==> src/rtl/ptw_line_fetch_pkg.sv <==
// -----------------------------------------------------------------------------
// ptw_line_fetch_pkg
// Shared definitions for the page-table-walker line fetcher: the default
// cache-line geometry (taken from the data-cache bank layout), the derived
// line/beat/offset sizes and the fetch state machine encoding.
// -----------------------------------------------------------------------------
package ptw_line_fetch_pkg;

    // Data-cache line geometry the walker shares with the L1 data cache.
    localparam int DCACHE_BANK = 8;
    localparam int DCACHE_BITS = 32;
    localparam int BUS_W_DEF   = 64;

    // Bits in one returned line.
    function automatic int line_bits(input int banks, input int bank_bits);
        return banks * bank_bits;
    endfunction

    // Bus beats needed to move one line.
    function automatic int line_beats(input int lbits, input int bus_w);
        return lbits / bus_w;
    endfunction

    // Byte-offset bits inside a line; these are zeroed to line-align an address.
    function automatic int line_off(input int lbits);
        return $clog2(lbits / 8);
    endfunction

    // Counter width for n items, never less than one bit.
    function automatic int cnt_width(input int n);
        return (n > 1) ? $clog2(n) : 1;
    endfunction

    localparam int LINE_BITS = line_bits(DCACHE_BANK, DCACHE_BITS);
    localparam int BEATS     = line_beats(LINE_BITS, BUS_W_DEF);
    localparam int OFF       = line_off(LINE_BITS);

    typedef enum logic [1:0] {
        ST_IDLE = 2'd0,
        ST_ADDR = 2'd1,
        ST_DATA = 2'd2,
        ST_RESP = 2'd3
    } ptw_state_e;

endpackage

==> src/rtl/ptw_req_queue.sv <==
// -----------------------------------------------------------------------------
// ptw_req_queue
// Small FIFO holding pending page-table-entry addresses.
//   clk, rst      clock, asynchronous active-high reset (pointers/count only)
//   i_push/i_data write one entry (ignored when full)
//   i_pop         drop the head entry (ignored when empty)
//   i_clear       synchronous clear, wins over push/pop
//   o_head        current head entry
//   o_count       number of stored entries
//   o_full/o_empty occupancy flags
// -----------------------------------------------------------------------------
module ptw_req_queue
    import ptw_line_fetch_pkg::*;
#(
    parameter int W     = 32,
    parameter int DEPTH = 2
) (
    input  logic                         clk,
    input  logic                         rst,
    input  logic                         i_push,
    input  logic [W-1:0]                 i_data,
    input  logic                         i_pop,
    input  logic                         i_clear,
    output logic [W-1:0]                 o_head,
    output logic [$clog2(DEPTH+1)-1:0]   o_count,
    output logic                         o_full,
    output logic                         o_empty
);

    localparam int PW = cnt_width(DEPTH);
    localparam int CW = $clog2(DEPTH + 1);

    logic [W-1:0]  r_mem [DEPTH];
    logic [PW-1:0] r_wr;
    logic [PW-1:0] r_rd;
    logic [CW-1:0] r_count;
    logic          w_push;
    logic          w_pop;

    function automatic logic [PW-1:0] ptr_next(input logic [PW-1:0] p);
        return (p == PW'(DEPTH - 1)) ? '0 : p + 1'b1;
    endfunction

    assign o_full  = (r_count == CW'(DEPTH));
    assign o_empty = (r_count == '0);
    assign o_count = r_count;
    assign o_head  = r_mem[r_rd];

    assign w_push = i_push & ~o_full & ~i_clear;
    assign w_pop  = i_pop & ~o_empty & ~i_clear;

    // Storage carries data only, so it is not reset.
    always_ff @(posedge clk) begin
        if (w_push) begin
            r_mem[r_wr] <= i_data;
        end
    end

    always_ff @(posedge clk or posedge rst) begin
        if (rst) begin
            r_wr    <= '0;
            r_rd    <= '0;
            r_count <= '0;
        end else if (i_clear) begin
            r_wr    <= '0;
            r_rd    <= '0;
            r_count <= '0;
        end else begin
            if (w_push) begin
                r_wr <= ptr_next(r_wr);
            end
            if (w_pop) begin
                r_rd <= ptr_next(r_rd);
            end
            case ({w_push, w_pop})
                2'b10:   r_count <= r_count + 1'b1;
                2'b01:   r_count <= r_count - 1'b1;
                default: r_count <= r_count;
            endcase
        end
    end

endmodule

==> src/rtl/ptw_line_fetch.sv <==
// -----------------------------------------------------------------------------
// ptw_line_fetch
// Memory-side responder for the page-table walker. Queues PTE addresses,
// fetches each containing cache line with a single burst read and returns the
// whole line with a one-cycle data_valid pulse. One burst outstanding at most.
//   clk, rst          clock, asynchronous active-high reset
//   req/paddr         walker request, held until ready
//   ready/full        request accepted this cycle / queue full
//   flush             drop all queued and in-flight work
//   data_valid/rdata  line return pulse and line (bank i at [i*BANK_BITS +:])
//   err               bus or burst-framing error, qualified by data_valid
//   ar_*              burst read address channel
//   r_*               burst read data channel
// -----------------------------------------------------------------------------
module ptw_line_fetch
    import ptw_line_fetch_pkg::*;
#(
    parameter int PADDR_SIZE = 32,
    parameter int BANKS      = DCACHE_BANK,
    parameter int BANK_BITS  = DCACHE_BITS,
    parameter int BUS_WIDTH  = BUS_W_DEF,
    parameter int DEPTH      = 2
) (
    input  logic                          clk,
    input  logic                          rst,
    input  logic                          req,
    input  logic [PADDR_SIZE-1:0]         paddr,
    output logic                          ready,
    output logic                          full,
    input  logic                          flush,
    output logic                          data_valid,
    output logic [BANKS*BANK_BITS-1:0]    rdata,
    output logic                          err,
    output logic                          ar_valid,
    input  logic                          ar_ready,
    output logic [PADDR_SIZE-1:0]         ar_addr,
    output logic [7:0]                    ar_len,
    input  logic                          r_valid,
    output logic                          r_ready,
    input  logic [BUS_WIDTH-1:0]          r_data,
    input  logic [1:0]                    r_resp,
    input  logic                          r_last
);

    localparam int LB   = line_bits(BANKS, BANK_BITS);
    localparam int NB   = line_beats(LB, BUS_WIDTH);
    localparam int OFFB = line_off(LB);
    localparam int CW   = cnt_width(NB);
    localparam int QCW  = $clog2(DEPTH + 1);

    ptw_state_e             r_state;
    ptw_state_e             w_state_nxt;
    logic [CW-1:0]          r_cnt;
    logic                   r_err_acc;
    logic                   r_kill;
    logic [LB-1:0]          r_line;

    logic                   w_push;
    logic                   w_ar_hs;
    logic                   w_beat;
    logic                   w_final;
    logic                   w_work;
    logic                   w_empty;
    logic                   w_full;
    logic [QCW-1:0]         w_count;
    logic [PADDR_SIZE-1:0]  w_head;

    assign ready   = req & ~w_full & ~flush;
    assign full    = w_full;
    assign w_push  = ready;
    assign w_ar_hs = (r_state == ST_ADDR) & ar_ready;
    assign w_beat  = (r_state == ST_DATA) & r_valid;
    assign w_final = (r_cnt == CW'(NB - 1));
    // Counting a same-cycle push lets an idle fetcher raise ar_valid on the
    // cycle right after the request is accepted.
    assign w_work  = (~w_empty | w_push) & ~flush;
    assign rdata   = r_line;

    ptw_req_queue #(
        .W     (PADDR_SIZE),
        .DEPTH (DEPTH)
    ) u_queue (
        .clk     (clk),
        .rst     (rst),
        .i_push  (w_push),
        .i_data  (paddr),
        .i_pop   (w_ar_hs),
        .i_clear (flush),
        .o_head  (w_head),
        .o_count (w_count),
        .o_full  (w_full),
        .o_empty (w_empty)
    );

    always_ff @(posedge clk or posedge rst) begin
        if (rst) begin
            r_state <= ST_IDLE;
        end else begin
            r_state <= w_state_nxt;
        end
    end

    always_comb begin
        w_state_nxt = r_state;
        ar_valid    = 1'b0;
        ar_addr     = '0;
        ar_len      = '0;
        r_ready     = 1'b0;
        data_valid  = 1'b0;
        err         = 1'b0;
        case (r_state)
            ST_IDLE: begin
                if (w_work) begin
                    w_state_nxt = ST_ADDR;
                end
            end
            ST_ADDR: begin
                ar_valid = 1'b1;
                ar_addr  = {w_head[PADDR_SIZE-1:OFFB], {OFFB{1'b0}}};
                ar_len   = 8'(NB - 1);
                // Once the address is taken the burst must be drained even if
                // a flush arrives on the same cycle; the kill flag hides it.
                if (ar_ready) begin
                    w_state_nxt = ST_DATA;
                end else if (flush) begin
                    w_state_nxt = ST_IDLE;
                end
            end
            ST_DATA: begin
                r_ready = 1'b1;
                if (w_beat && w_final) begin
                    w_state_nxt = (r_kill || flush) ? ST_IDLE : ST_RESP;
                end
            end
            ST_RESP: begin
                data_valid  = 1'b1;
                err         = r_err_acc;
                w_state_nxt = w_work ? ST_ADDR : ST_IDLE;
            end
            default: begin
                w_state_nxt = ST_IDLE;
            end
        endcase
    end

    always_ff @(posedge clk or posedge rst) begin
        if (rst) begin
            r_cnt     <= '0;
            r_err_acc <= 1'b0;
            r_kill    <= 1'b0;
            r_line    <= '0;
        end else if (w_ar_hs) begin
            r_cnt     <= '0;
            r_err_acc <= 1'b0;
            r_kill    <= flush;
        end else if (w_beat) begin
            r_line[int'(r_cnt)*BUS_WIDTH +: BUS_WIDTH] <= r_data;
            if (!w_final) begin
                r_cnt <= r_cnt + 1'b1;
            end
            // Beat count frames the burst; r_last disagreeing with it is an error.
            r_err_acc <= r_err_acc | (|r_resp) | (r_last != w_final);
            if (flush) begin
                r_kill <= 1'b1;
            end
        end else if ((r_state == ST_DATA) && flush) begin
            r_kill <= 1'b1;
        end
    end

endmodule

==> config.mk <==
export PLATFORM = sky130hd
export DESIGN_NAME = ptw_line_fetch
export DESIGN_NICKNAME = d
export VERILOG_FILES = /design/src/rtl/ptw_line_fetch_pkg.sv /design/src/rtl/ptw_req_queue.sv /design/src/rtl/ptw_line_fetch.sv
export SDC_FILE = /design/constraint.sdc
export NUM_CORES = 1
export LEC_CHECK = 0
export CORE_MARGIN = 3
export CORE_UTILIZATION = 47
export CTS_BUF_LIST = sky130_fd_sc_hd__clkbuf_8
export DETAILED_ROUTE_END_ITERATION = 10
export HOLD_SLACK_MARGIN = 0.05
export PLACE_DENSITY = 0.8
export REMOVE_ABC_BUFFERS = 1
export SYNTH_ARGS = -nofsm -noshare
export SYNTH_HDL_FRONTEND = slang
export SYNTH_SLANG_ARGS = --single-unit
==> constraint.sdc <==
create_clock -name clk -period 10.96 [get_ports clk]
set_input_delay 2.192 -clock clk [delete_from_list [all_inputs] [get_ports clk]]
set_output_delay 2.192 -clock clk [all_outputs]
set_load 0.01 [all_outputs]
# Word level (Yosys, flattened, before mapping)
# Memory sizes are Yosys's and may differ from the RTL's.
# Index checks and enable logic that the tools add are counted.
# totals
ff_bits	266
ramBits	64
input_bits	105
output_inout_bits	302
n_memories	1
# op_classes
add_sub_neg	6
eq_ne	13
shifts	2
n_mux	33
bitwise_logic	16
n_reduce_logical	15
# memory_table
name	depth	word_bits	rd	rd_clocked_by_memory_dff	wr	line	source
u_queue.r_mem	2	32	1	0	1	ptw_req_queue.sv:33	logic [W-1:0] r_mem [DEPTH];
# ops
cell	count
bitwise mux 256 bit	1
variable shift 64 x 33 -> 256 bit, first input constant	1
variable part select 64 x 33 -> 256 bit	1
negation 8 -> 33 bit	1
two-way mux 32 bit	1
two-way mux 2 bit	10
two-way mux 1 bit	19
== test 2 bit, second input constant	5
AND 1 bit	9
one-hot mux 2 bit (4 select lines)	1
AND reduction 2 bit	3
nonzero test 2 bit	3
nonzero test 3 bit	2
adder 2 x 1 -> 2 bit, second input constant	2
== test 2 x 1 -> 1 bit, second input constant	2
logical NOT 2 bit	2
inequality test 2 bit, second input constant	2
NOT 1 bit	4
one-hot mux 2 bit (2 select lines)	1
inequality test 3 x 2 -> 1 bit, second input constant	1
inequality test 3 bit, second input constant	1
bitwise OR 1 bit	3
AND reduction 3 bit	1
adder 1 bit, second input constant	2
6 further kinds	7

# Longest topological paths before layout
# Gate-level depths: netlist (run 1).
# depth
ltp_word	9
depth_mapped	8
ltp_nobuf	5

# Hierarchy
# A second synthesis (run 1) with hierarchy kept.
# unflattened
cells_unflattened	1061
area_unflattened_um2	12836.1
# by_module_without_submodules
mod	n_inst	cells_per_inst	area_each_um2	seq_area_each_um2
ptw_line_fetch	1	934	10297.4	6556.3
ptw_req_queue	1	127	2538.7	2021.9

# Least setup slack after synthesis (run 1)
# No wires, ideal clock.
# synth_timing
kind	input-to-reg
start	in flush
end	mem u_queue.r_mem[0][10], enable pin
arrival_time_ns	5.075
setup_slack_ns	5.406
stages	2
path_buffers	1
path_cell_list	clkbuf_1 > nor4_1
# synth_between
elab_chain_len	6
# synth_rtl
item	line	source
from (decl)	ptw_line_fetch.sv:30	input logic flush,
NOT 1 bit *	ptw_req_queue.sv:49, ptw_line_fetch.sv:68	
AND 1 bit	ptw_line_fetch.sv:68	assign ready = req & ~w_full & ~flush;
AND 1 bit	ptw_req_queue.sv:49	assign w_push = i_push & ~o_full & ~i_clear;
AND 1 bit *	ptw_req_queue.sv:49	
two-way mux 1 bit *	ptw_req_queue.sv:54	if (w_push) begin
two-way mux 1 bit (not written as such) *	ptw_req_queue.sv:55	r_mem[r_wr] <= i_data;
to (decl)	ptw_req_queue.sv:33	
# Every way passes the cells marked *; elsewhere a longest branch is shown, timed or not.

# Final worst setup path (run 1)
# layout_timing
start	in flush
end	out ready
# layout_between
elab_chain_len	2
# layout_rtl
item	line	source
NOT 1 bit	ptw_line_fetch.sv:68	
AND 1 bit	ptw_line_fetch.sv:68	
to (decl)	ptw_line_fetch.sv:28	output logic ready,
# No other way between the ends.

==> key figures, run 1 <==
Run status
  – Status: finished clean

STA
  – Final worst slack: roughly 5.0 ns
  – Min Tclk post-route: 5.995 ns
  – RSZ-0062 raised after global routing: no
  – Setup violations, final: 0
  – Max_slew headroom: ~28%
  – Fmax: 166.8 MHz
  – Clock Skews: roughly 0.029 ns
  – Period utilisation layout: 54.70%
  – Setup_tns: 0 ns
  – Fin. max-slew vios: 0
  – Final hold slack: 0.4755 ns
  – Slew @ Worst Pin: about 1.1 ns
  – Hold Vio Cnt, Final: 0

Global route
  – First-pass GRT wire length: between 50 and 60 mm
  – Total grt overflow: 0
  – Met1 layer usage reported by global route: 32.51%
  – Met3 Resource Use GR: ~10%
  – Gr usage total: 26.71%
  – GR met2 Demand/Resource: between 40% and 50%
  – Antenna violations before repair: 0
  – Grt peak-use layer: met2
  – Largest net degree at the start of global routing: 139
  – Vias in the first global route: around 10000

Synth
  – Register area share after synthesis: 67.14%
  – Synth Register Bits: 320
  – Mapped Area: roughly 0.012 mm²
  – Ys Warns: 0
  – Synth area leaders: dfrtp_1, edfxtp_1, a22o_1
  – Post-synth top area share: roughly 54%
  – Ys flop type: dfrtp_1
  – Gate Count Post-Synth: between 1000 and 1500
  – Ys async rst share: 83.13%
  – Avg Cell Area, Syn: 11.75 µm²
  – Dominant cell type by area after synthesis: dfrtp_1
  – Number of synthesized flops with an enable pin: 54
  – Netlist cell types: 41

Place
  – GP Congestion: approximately 0.8
  – Final HPWL DP: between 20 and 30 mm
  – Port buffer count: 390
  – Placed Cells: around 1700
  – DP Worst Slack: ~5.0 ns

Floorplan
  – Die width: approximately 170 µm
  – Die height: 168.0 µm
  – Die area: about 0.028 mm²
  – Row count: just under 60
  – Initial Util: 48.40%
  – Core area: ~0.025 mm²
  – IO Pins: between 400 and 500

Worst setup path
  – Req. time, crit path: 8.77 ns
  – Max FO, Critical Path: 13
  – CP endpoint kind: output pin
  – Arr. time, crit path: around 3.8 ns
  – Crit Path Class: primary input to output pin
  – CP Launch Type: primary input

Clock tree
  – CTS clock-pin slew for the worst setup and hold paths: roughly 0.06 ns
  – Postcts setup bufs: 0
  – Hold-fix buffers at CTS: 0
  – Total CTS buffers: 52
  – Clock tree buffer depth: 3
  – Clk sinks: 320
  – Post-CTS resize count: 0
  – CTS tree: yes
  – H-tree depth: 2
  – Clock tree root buffer cell: clkbuf_8
  – Clock Latency Late Sink: between 0.5 and 0.6 ns

Routing
  – DR pass1 iterations: 4
  – Via density: approximately 5.4
  – Number of routed nets with antenna violations: 0
  – Drt wl/cell: 21.11 µm
  – Post-route DRC violation count: 0
  – Via count: 9725
  – Drt total wl: around 38 mm
  – Violation count after the first detailed-route iteration: 500

Finish
  – Diode count: 0
  – Share of post-route cells with drive strength above 1: roughly 7%
  – Fin nets: 1541
  – Syn-to-layout area delta: 41.64%
  – Non-filler cells, final: 1803

Hold path
  – Min-Delay Path Class: flop to flop

Pwr
  – Tot Pwr: 3.555 mW
  – Worst VDD drop: ~140 µV
  – Pwr dens: 203.5 mW/mm²
  – Leak: about 7.5 nW

Flow run
  – Max-cap violations: 0
[per-stage QoR]
step	utilization, %	cell area, µm²
final	68.56	17460
after CTS	68.56	17460
after global routing	68.56	17460
after detailed placement	64.38	16400
after global placement	64.38	16400
after floorplan	-	11890
[flip-flops by register name, indices dropped and copies added (netlist names)]
name,flops
u_queue.r_mem,54
u_queue.r_wr,1
r_state,2
u_queue.r_rd,1
r_err_acc,1
u_queue.o_count,2
r_cnt,2
rdata,256
r_kill,1
[power breakdown]
part,switching (mW),leakage (nW),total [mW],internal (mW)
Clock,0.473,0.612,1.03,0.557
Sequential,0.109,4.16,1.49,1.38
Combinational,0.542,2.69,1.03,0.491
Total,1.13,7.46,3.55,2.43
[worst max-delay path: stages]
cell	delay [ns]
clkdlybuf4s50_1	0.65
nor3_1	0.37
clkdlybuf4s50_1	0.59
[layout make-up]
cell class,count,area [µm²]
clock inverter,28,128.9
inverter,7,33.78
fill,1833,8009
clock buffer,68,935.9
timing repair buffer,410,4054
sequential,320,8278
multi-input combinational,640,3620
tap,330,412.9
[cell families (layout without fill, tap and decap cells)]
logic type	count (synthesis)	count (layout)	share of synthesized area [%]
AOI/OAI and AO/OA	272	272	15.14
adders and majority gates	5	5	0.5074
DFF	320	320	67.14
and+or+nand+nor	322	322	10.71
xor gates and xnor gates	2	2	0.1421
other	1	11	0.03042
muxes	28	28	2.273
buffers and inverters	99	513	4.059
[metal layers]
metal / share of wire (%) / wire, µm
met4: 4.5 / 1700
met3: 10 / 3934
met1: 38 / 14420
met2: 47 / 18010
met5: 0 / 0
[Yosys cell counts, types with 5 or more instances]
cell type,count
dfrtp_1,266
inv_1,7
mux2i_1,28
o21ai_0,132
nand2_1,263
ha_1,5
clkbuf_1,41
edfxtp_1,54
nor2_1,32
buf_6,6
a22o_1,128
buf_4,13
buf_2,28
[final timing paths]
check | end | startpoint | slack, ns | depth (start not counted)
min in group asynchronous | rdata[85]$_DFFE_PP0P_ | rst | 2.19 | 2
hold reg to reg | rdata[190]$_DFFE_PP0P_ | rdata[190]$_DFFE_PP0P_ | 0.48 | 2
setup / recovery | ready | flush | 4.97 | 3
setup reg to reg | rdata[37]$_DFFE_PP0P_ | r_cnt[0]$_DFFE_PP0P_ | 8.71 | 6
max in group asynchronous | rdata[127]$_DFFE_PP0P_ | rst | 7.25 | 3
hold / removal | rdata[190]$_DFFE_PP0P_ | rdata[190]$_DFFE_PP0P_ | 0.48 | 2
[layout by cell type (no fill, tap or decap), types with 2 or more instances in the layout]
cell type and instances:
nor2b_1 3, clkinv_1 2, a22o_1 128, clkdlybuf4s50_1 390, or3_1 3, clkinv_2 5, ha_1 5, edfxtp_1 54
nor2_1 32, a31oi_1 2, inv_6 2, clkbuf_8 68, dfrtp_1 266, nor3_1 2, mux2i_1 28, o21ai_0 132
a21oi_1 3, nand2_1 263, buf_4 20, clkinvlp_4 2, nand3_1 3, inv_1 23, nor3b_2 2, nand4b_1 4
conb_1 11
(Power assumes the default switching activity.)
==> inputs of run 2 (changes only) <==
==> constraint.sdc (replaced) <==
create_clock -name clk -period 6.23 [get_ports clk]
set_input_delay 1.246 -clock clk [delete_from_list [all_inputs] [get_ports clk]]
set_output_delay 1.246 -clock clk [all_outputs]
set_load 0.01 [all_outputs]
==> run 2 against run 1 <==
Against the previous run: clock power increased by 78%; count of clock-buffer cells in the layout decreased by 4; register-to-register slack got worse by 4.9 ns; non-clock buffer count decreased by 1; largest power group unchanged; total power increased by 76%; global-route usage decreased by 0.29 points; sequential cell count unchanged; setup slack got worse by 2.8 ns; highest routed layer unchanged; final cell count decreased by 0.39%; sequential share of layout area about the same.
==> key figures, run 2 (synthesis gave the netlist of run 1 again) <==
Worst setup path
  – Req. time, crit path: 4.98 ns (was 8.77 ns)
  – Worst reg2reg path startpoint: r_cnt[0]$_DFFE_PP0P_ (unchanged)
  – Buf/Inv on CP: 2 (unchanged)
  – Arr. time, crit path: 2.79 ns (was 3.80 ns)
  – Critical Path Stages: 3 (unchanged)
  – CP Launch Type: primary input (unchanged)
  – Reg2reg path depth: 6 (unchanged)
  – CP endpoint kind: output pin (unchanged)
  – CP dominant cell by count: clkdlybuf4s50_1 (unchanged)
  – Crit Path Class: primary input to output pin (unchanged)
  – Critical Path End: ready (unchanged)
  – CP delay by family, top: buffers and inverters (unchanged)
  – Internal reg-to-reg setup slack: 3.84 ns (was 8.71 ns)
  – Reg-to-reg endpoint: rdata[150]$_DFFE_PP0P_ (was rdata[37]$_DFFE_PP0P_)
  – Max FO, Critical Path: 13 (unchanged)
  – Critical path, cell by cell: clkdlybuf4s50_1 > nor3_1 > clkdlybuf4s50_1 (unchanged)
  – Max incr delay on CP: 0.64 ns (was 0.65 ns)
  – Critical path launch point: flush (unchanged)
  – Crit path max-delay cell type: clkdlybuf4s50_1 (unchanged)

Finish
  – Share of post-route cells with drive strength above 1: 6.958% (was 7.128%)
  – Fin nets: 1538 (was 1541)
  – Most frequent cells in the layout: clkdlybuf4s50_1, dfrtp_1, nand2_1 (unchanged)
  – Syn-to-layout area delta: 41.59% (was 41.64%)
  – Diode count: 0 (unchanged)
  – Finished Cell Area: 0.01746 mm² (about the same)
  – Non-filler cells, final: 1796 (was 1803)
  – Commonest non-fill, non-tap cell in the layout: clkdlybuf4s50_1 (unchanged)
  – Max reg flops: 256 (unchanged)

Global route
  – Total grt overflow: 0 (unchanged)
  – Antenna violations before repair: 0 (unchanged)
  – Vias in the first global route: 10020 (was 10080)
  – First-pass GRT wire length: 58.99 mm (was 59.56 mm)
  – Largest net degree at the start of global routing: 111 (was 139)
  – Gr usage total: 26.42% (was 26.71%)

Pwr
  – Worst VDD drop: 280.6 µV (was 139.8 µV)
  – Pwr dens: 359.3 mW/mm² (was 203.5 mW/mm²)
  – Tot Pwr: 6.273 mW (was 3.555 mW)
  – Leak: 7.449 nW (was 7.457 nW)

Place
  – Final HPWL DP: 25.14 mm (was 25.18 mm)
  – Port buffer count: 390 (unchanged)
  – GP Congestion: 0.8096 (was 0.8011)
  – Placed Area: 0.01640 mm² (about the same)
  – Placed Cells: 1706 (was 1707)

Routing
  – Post-route DRC violation count: 0 (unchanged)
  – Violation count after the first detailed-route iteration: 615 (was 500)
  – Drt total wl: 37.78 mm (was 38.07 mm)
  – DR pass1 iterations: 5 (was 4)
  – Via count: 9632 (was 9725)
  – Drt wl/cell: 21.04 µm (was 21.11 µm)
  – Number of routed nets with antenna violations: 0 (unchanged)
  – Via density: 5.363 (was 5.394)

Floorplan
  – Die area: 0.02821 mm² (unchanged)
  – Row count: 58 (unchanged)
  – Die width: 168.0 µm (unchanged)
  – Core area: 0.02547 mm² (unchanged)
  – Initial Util: 48.40% (unchanged)
  – IO Pins: 407 (unchanged)
  – Die height: 168.0 µm (unchanged)

STA
  – Fin. max-slew vios: 0 (unchanged)
  – Min Tclk post-route: 4.032 ns
  – Slew @ Worst Pin: 1.044 ns (was 1.081 ns)
  – Fmax: ~250 MHz
  – Setup_tns: 0 ns (unchanged)
  – Setup violations, final: 0 (unchanged)
  – RSZ-0062 raised after global routing: no (unchanged)
  – Hold Vio Cnt, Final: 0 (unchanged)
  – Max_slew headroom: 30.42% (was 27.96%)
  – Clock Skews: 0.01412 ns (was 0.02871 ns)
  – Period utilisation layout: roughly two thirds

Clock tree
  – CTS clock-pin slew for the worst setup and hold paths: 0.06 ns (about the same)
  – CTS tree: yes (unchanged)
  – Hold-fix buffers at CTS: 0 (unchanged)
  – Post-CTS resize count: 0 (unchanged)
  – Total CTS buffers: 50 (was 52)
  – Clock tree root buffer cell: clkbuf_8 (unchanged)
  – Clk sinks: 320 (unchanged)
  – H-tree depth: 2 (unchanged)
  – Clock Latency Late Sink: 0.57 ns (was 0.58 ns)
  – Postcts setup bufs: 0 (unchanged)
  – Clock tree buffer depth: 3 (unchanged)

Hold path
  – Hold Startpoint: rdata[162]$_DFFE_PP0P_ (was rdata[190]$_DFFE_PP0P_)
  – WHS Path Cells: 2 (unchanged)
  – Min-Delay Path Class: flop to flop (unchanged)

Run status
  – Status: finished clean (unchanged)

Flow run
  – Max-cap violations: 0 (unchanged)
## run 2: cell count changes in the layout (fill, tap and decap cells not counted), sizes merged
cell,previous run,this run
clkinvlp,2,0
buf,20,19
inv,26,24
clkbuf,68,64
bufinv,0,2
## run 2: final cells by class
cell class	instances	area, µm²
Sequential cell	320	8278
Multi-Input combinational cell	640	3620
Inverter	7	33.78
Clock buffer	64	880.8
Clock inverter	26	172.7
Fill cell	1830	8015
Timing Repair Buffer	409	4059
Tap cell	330	412.9
## run 2: worst register-to-register path, stage by stage, from the launching register on
cell and delay [ns]:
dfrtp_1 0.50, inv_1 0.20, ha_1 0.46, nor3b_2 0.24, buf_4 0.53, nand2_1 0.18, o21ai_0 0.20
## run 2: through the flow
step                      util (%)  hold WS (ns)  setup slack [ns]
after floorplan                  -        0.4811            -2.396
after global placement       64.40        0.4607             2.214
after detailed placement     64.40        0.4693             2.207
after CTS                    68.53        0.4818             2.161
after global routing         68.53        0.5010             1.891
final                        68.53        0.4755             2.198
## run 2: metal layers
metal / global-route usage [%] / vias up / routed length [µm]
met1: 32.00 / 4737 / 14280
li1: - / 4382 / -
met4: 11.21 / 0 / 1770
met2: 42.34 / 417 / 17570
met3: 10.47 / 96 / 4157
met5: 0 / - / 0
## run 2: how the worst min path moves through the flow
stage                                  end
floorplan            r_err_acc$_DFFE_PP0P_
global route         rdata[46]$_DFFE_PP0P_
CTS                  rdata[58]$_DFFE_PP0P_
finish              rdata[162]$_DFFE_PP0P_
detailed placement  rdata[175]$_DFFE_PP0P_
global placement     rdata[22]$_DFFE_PP0P_
## run 2: power breakdown
group          internal [mW]  switching, mW  total [mW]
registers               2.43          0.187        2.62
clock network           1.01          0.824        1.83
logic                  0.865          0.959        1.82
total                   4.30           1.97        6.27
==> inputs of run 3 (changes only) <==
==> constraint.sdc (replaced) <==
create_clock -name clk -period 4.1 [get_ports clk]
set_input_delay 0.82 -clock clk [delete_from_list [all_inputs] [get_ports clk]]
set_output_delay 0.82 -clock clk [all_outputs]
set_load 0.01 [all_outputs]
==> run 3 against run 2 <==
Against the previous run: wire length down 0.85%; sequential cell count unchanged; final cell count shrank 0.11%; core utilization down 0.41 points; hold slack improved by 0.0023 ns; critical path depth unchanged; non-clock buffer count increased by 1.
==> key figures, run 3 (synthesis gave the netlist of run 1 again) <==
Worst setup path
  – Crit path max-delay cell type: nand2b_1 (was clkdlybuf4s50_1)
  – CP Launch Type: flop (was primary input)
  – Crit Path Class: flop to output pin (was primary input to output pin)
  – Max incr delay on CP: 0.85 ns (was 0.64 ns)
  – Critical path, cell by cell: nand2b_1 > inv_1 > clkdlybuf4s50_1 (was clkdlybuf4s50_1 > nor3_1 > clkdlybuf4s50_1)
  – Max FO, Critical Path: 29 (was 13)
  – Reg2reg path depth: 5 (was 6)
  – CP endpoint kind: output pin (unchanged)
  – Arr. time, crit path: 2.71 ns (was 2.79 ns)
  – Req. time, crit path: 3.28 ns (was 4.98 ns)

STA
  – RSZ-0062 raised after global routing: no (unchanged)
  – Clock Skews: 0.02426 ns (was 0.01412 ns)
  – Max_slew headroom: 31.78% (was 30.42%)
  – Setup violations, final: 0 (unchanged)
  – Slew @ Worst Pin: 1.023 ns (was 1.044 ns)
  – Setup_tns: 0 ns (unchanged)
  – Fin. max-slew vios: 0 (unchanged)
  – Min Tclk post-route: around 3.5 ns
  – Period utilisation layout: a little under nine tenths
  – Hold Vio Cnt, Final: 0 (unchanged)
  – Fmax: around 280 MHz

Floorplan
  – Die width: 168.0 µm (unchanged)
  – Die height: 168.0 µm (unchanged)
  – Row count: 58 (unchanged)
  – Die area: 0.02821 mm² (unchanged)
  – Initial Util: 48.40% (unchanged)
  – IO Pins: 407 (unchanged)
  – Core area: 0.02547 mm² (unchanged)

Clock tree
  – Clock tree root buffer cell: clkbuf_8 (unchanged)
  – Post-CTS resize count: 0 (unchanged)
  – CTS clock-pin slew for the worst setup and hold paths: 0.06 ns (about the same)
  – Postcts setup bufs: 0 (unchanged)
  – Clk sinks: 320 (unchanged)
  – Clock Latency Late Sink: 0.56 ns (was 0.57 ns)
  – H-tree depth: 2 (unchanged)
  – Hold-fix buffers at CTS: 0 (unchanged)
  – Clock tree buffer depth: 3 (unchanged)
  – Total CTS buffers: 50 (unchanged)
  – CTS tree: yes (unchanged)

Routing
  – Met1 Routed Length: 14.15 mm (was 14.28 mm)
  – Highest routed metal layer: met4 (unchanged)
  – Drt total wl: 37.46 mm (was 37.78 mm)
  – Post-route DRC violation count: 0 (unchanged)
  – Violation count after the first detailed-route iteration: 565 (was 615)
  – Via count: 9652 (was 9632)
  – Number of routed nets with antenna violations: 0 (unchanged)
  – Met3 wire length: 3.955 mm (was 4.157 mm)
  – DR WL met2: 18.16 mm (was 17.57 mm)
  – Via density: 5.380 (was 5.363)
  – Drt wl/cell: 20.88 µm (was 21.04 µm)
  – DR pass1 iterations: 4 (was 5)

Flow run
  – Max-cap violations: 0 (unchanged)

Finish
  – Max reg flops: 256 (unchanged)
  – Syn-to-layout area delta: 40.73% (was 41.59%)
  – Most frequent cells in the layout: clkdlybuf4s50_1, dfrtp_1, nand2_1 (unchanged)
  – Final core utilization: 68.12% (was 68.53%)
  – Fin nets: 1539 (was 1538)
  – Commonest non-fill, non-tap cell in the layout: clkdlybuf4s50_1 (unchanged)
  – Diode count: 0 (unchanged)
  – Non-filler cells, final: 1794 (was 1796)
  – Share of post-route cells with drive strength above 1: 6.148% (was 6.958%)

Hold path
  – Min-Delay Path Class: flop to flop (unchanged)
  – WHS Path Cells: 2 (unchanged)

Place
  – GP Congestion: 0.7960 (was 0.8096)
  – Port buffer count: 390 (unchanged)
  – Placed Cells: 1707 (was 1706)
  – Final HPWL DP: 25.06 mm (was 25.14 mm)

Global route
  – Largest net degree at the start of global routing: 87 (was 111)
  – Gr usage total: 26.17% (was 26.42%)
  – Vias in the first global route: 10010 (was 10020)
  – First-pass GRT wire length: 58.83 mm (was 58.99 mm)
  – Antenna violations before repair: 0 (unchanged)
  – Total grt overflow: 0 (unchanged)

Pwr
  – Worst VDD drop: 423.3 µV (was 280.6 µV)
  – Leak: 7.403 nW (was 7.449 nW)
  – Pwr dens: 534.3 mW/mm² (was 359.3 mW/mm²)
  – Tot Pwr: 9.271 mW (was 6.273 mW)

Run status
  – Status: finished clean (unchanged)
## run 3: cell type report
cell class	instances	area (µm²)
inverters	7	33.78
repair buffers	410	4079
clock inverters	31	157.7
fillers	1805	8120
clock buffers	56	770.7
flip-flops and latches	320	8278
well taps	330	412.9
multi-input cells	640	3620
## run 3: worst paths after layout
kind	from	end	slack, ns
max in group asynchronous	rst	rdata[188]$_DFFE_PP0P_	2.43
max reg2reg	r_cnt[0]$_DFFE_PP0P_	rdata[210]$_DFFE_PP0P_	1.82
min	rdata[159]$_DFFE_PP0P_	rdata[159]$_DFFE_PP0P_	0.48
min in group asynchronous	rst	rdata[149]$_DFFE_PP0P_	0.76
max	r_state[1]$_DFFE_PP0P_	ar_len[0]	0.57
min reg2reg	rdata[159]$_DFFE_PP0P_	rdata[159]$_DFFE_PP0P_	0.48
## run 3: stage by stage
step	instance area, µm²	worst slack (ns)	hold slack [ns]
2_1_floorplan	11890	-4.100	0.4811
3_3_place_gp	16420	0.9354	0.4595
3_5_place_dp	16420	0.9304	0.4690
4_1_cts	17350	0.5197	0.4817
5_1_grt	17350	0.2747	0.5030
6_report	17350	0.5708	0.4778
## run 3: power by group
group | switching (mW) | total [mW] | internal [mW]
registers | 0.285 | 3.98 | 3.69
clock network | 1.22 | 2.52 | 1.31
logic | 1.45 | 2.77 | 1.32
total | 2.96 | 9.27 | 6.32
## run 3: per-layer routing
| layer | GRT usage, % | vias to the layer above |
|---|---|---|
| li1 | - | 4375 |
| met1 | 32.23 | 4756 |
| met2 | 43.20 | 445 |
| met3 | 9.908 | 76 |
| met4 | 8.040 | 0 |
| met5 | 0 | - |
## run 3: critical path: cells and delay by family (launching register included)
family | cells | cell delay, ns
buf+inv | 2 | 0.70
flops | 1 | 0.61
simple gates | 1 | 0.85
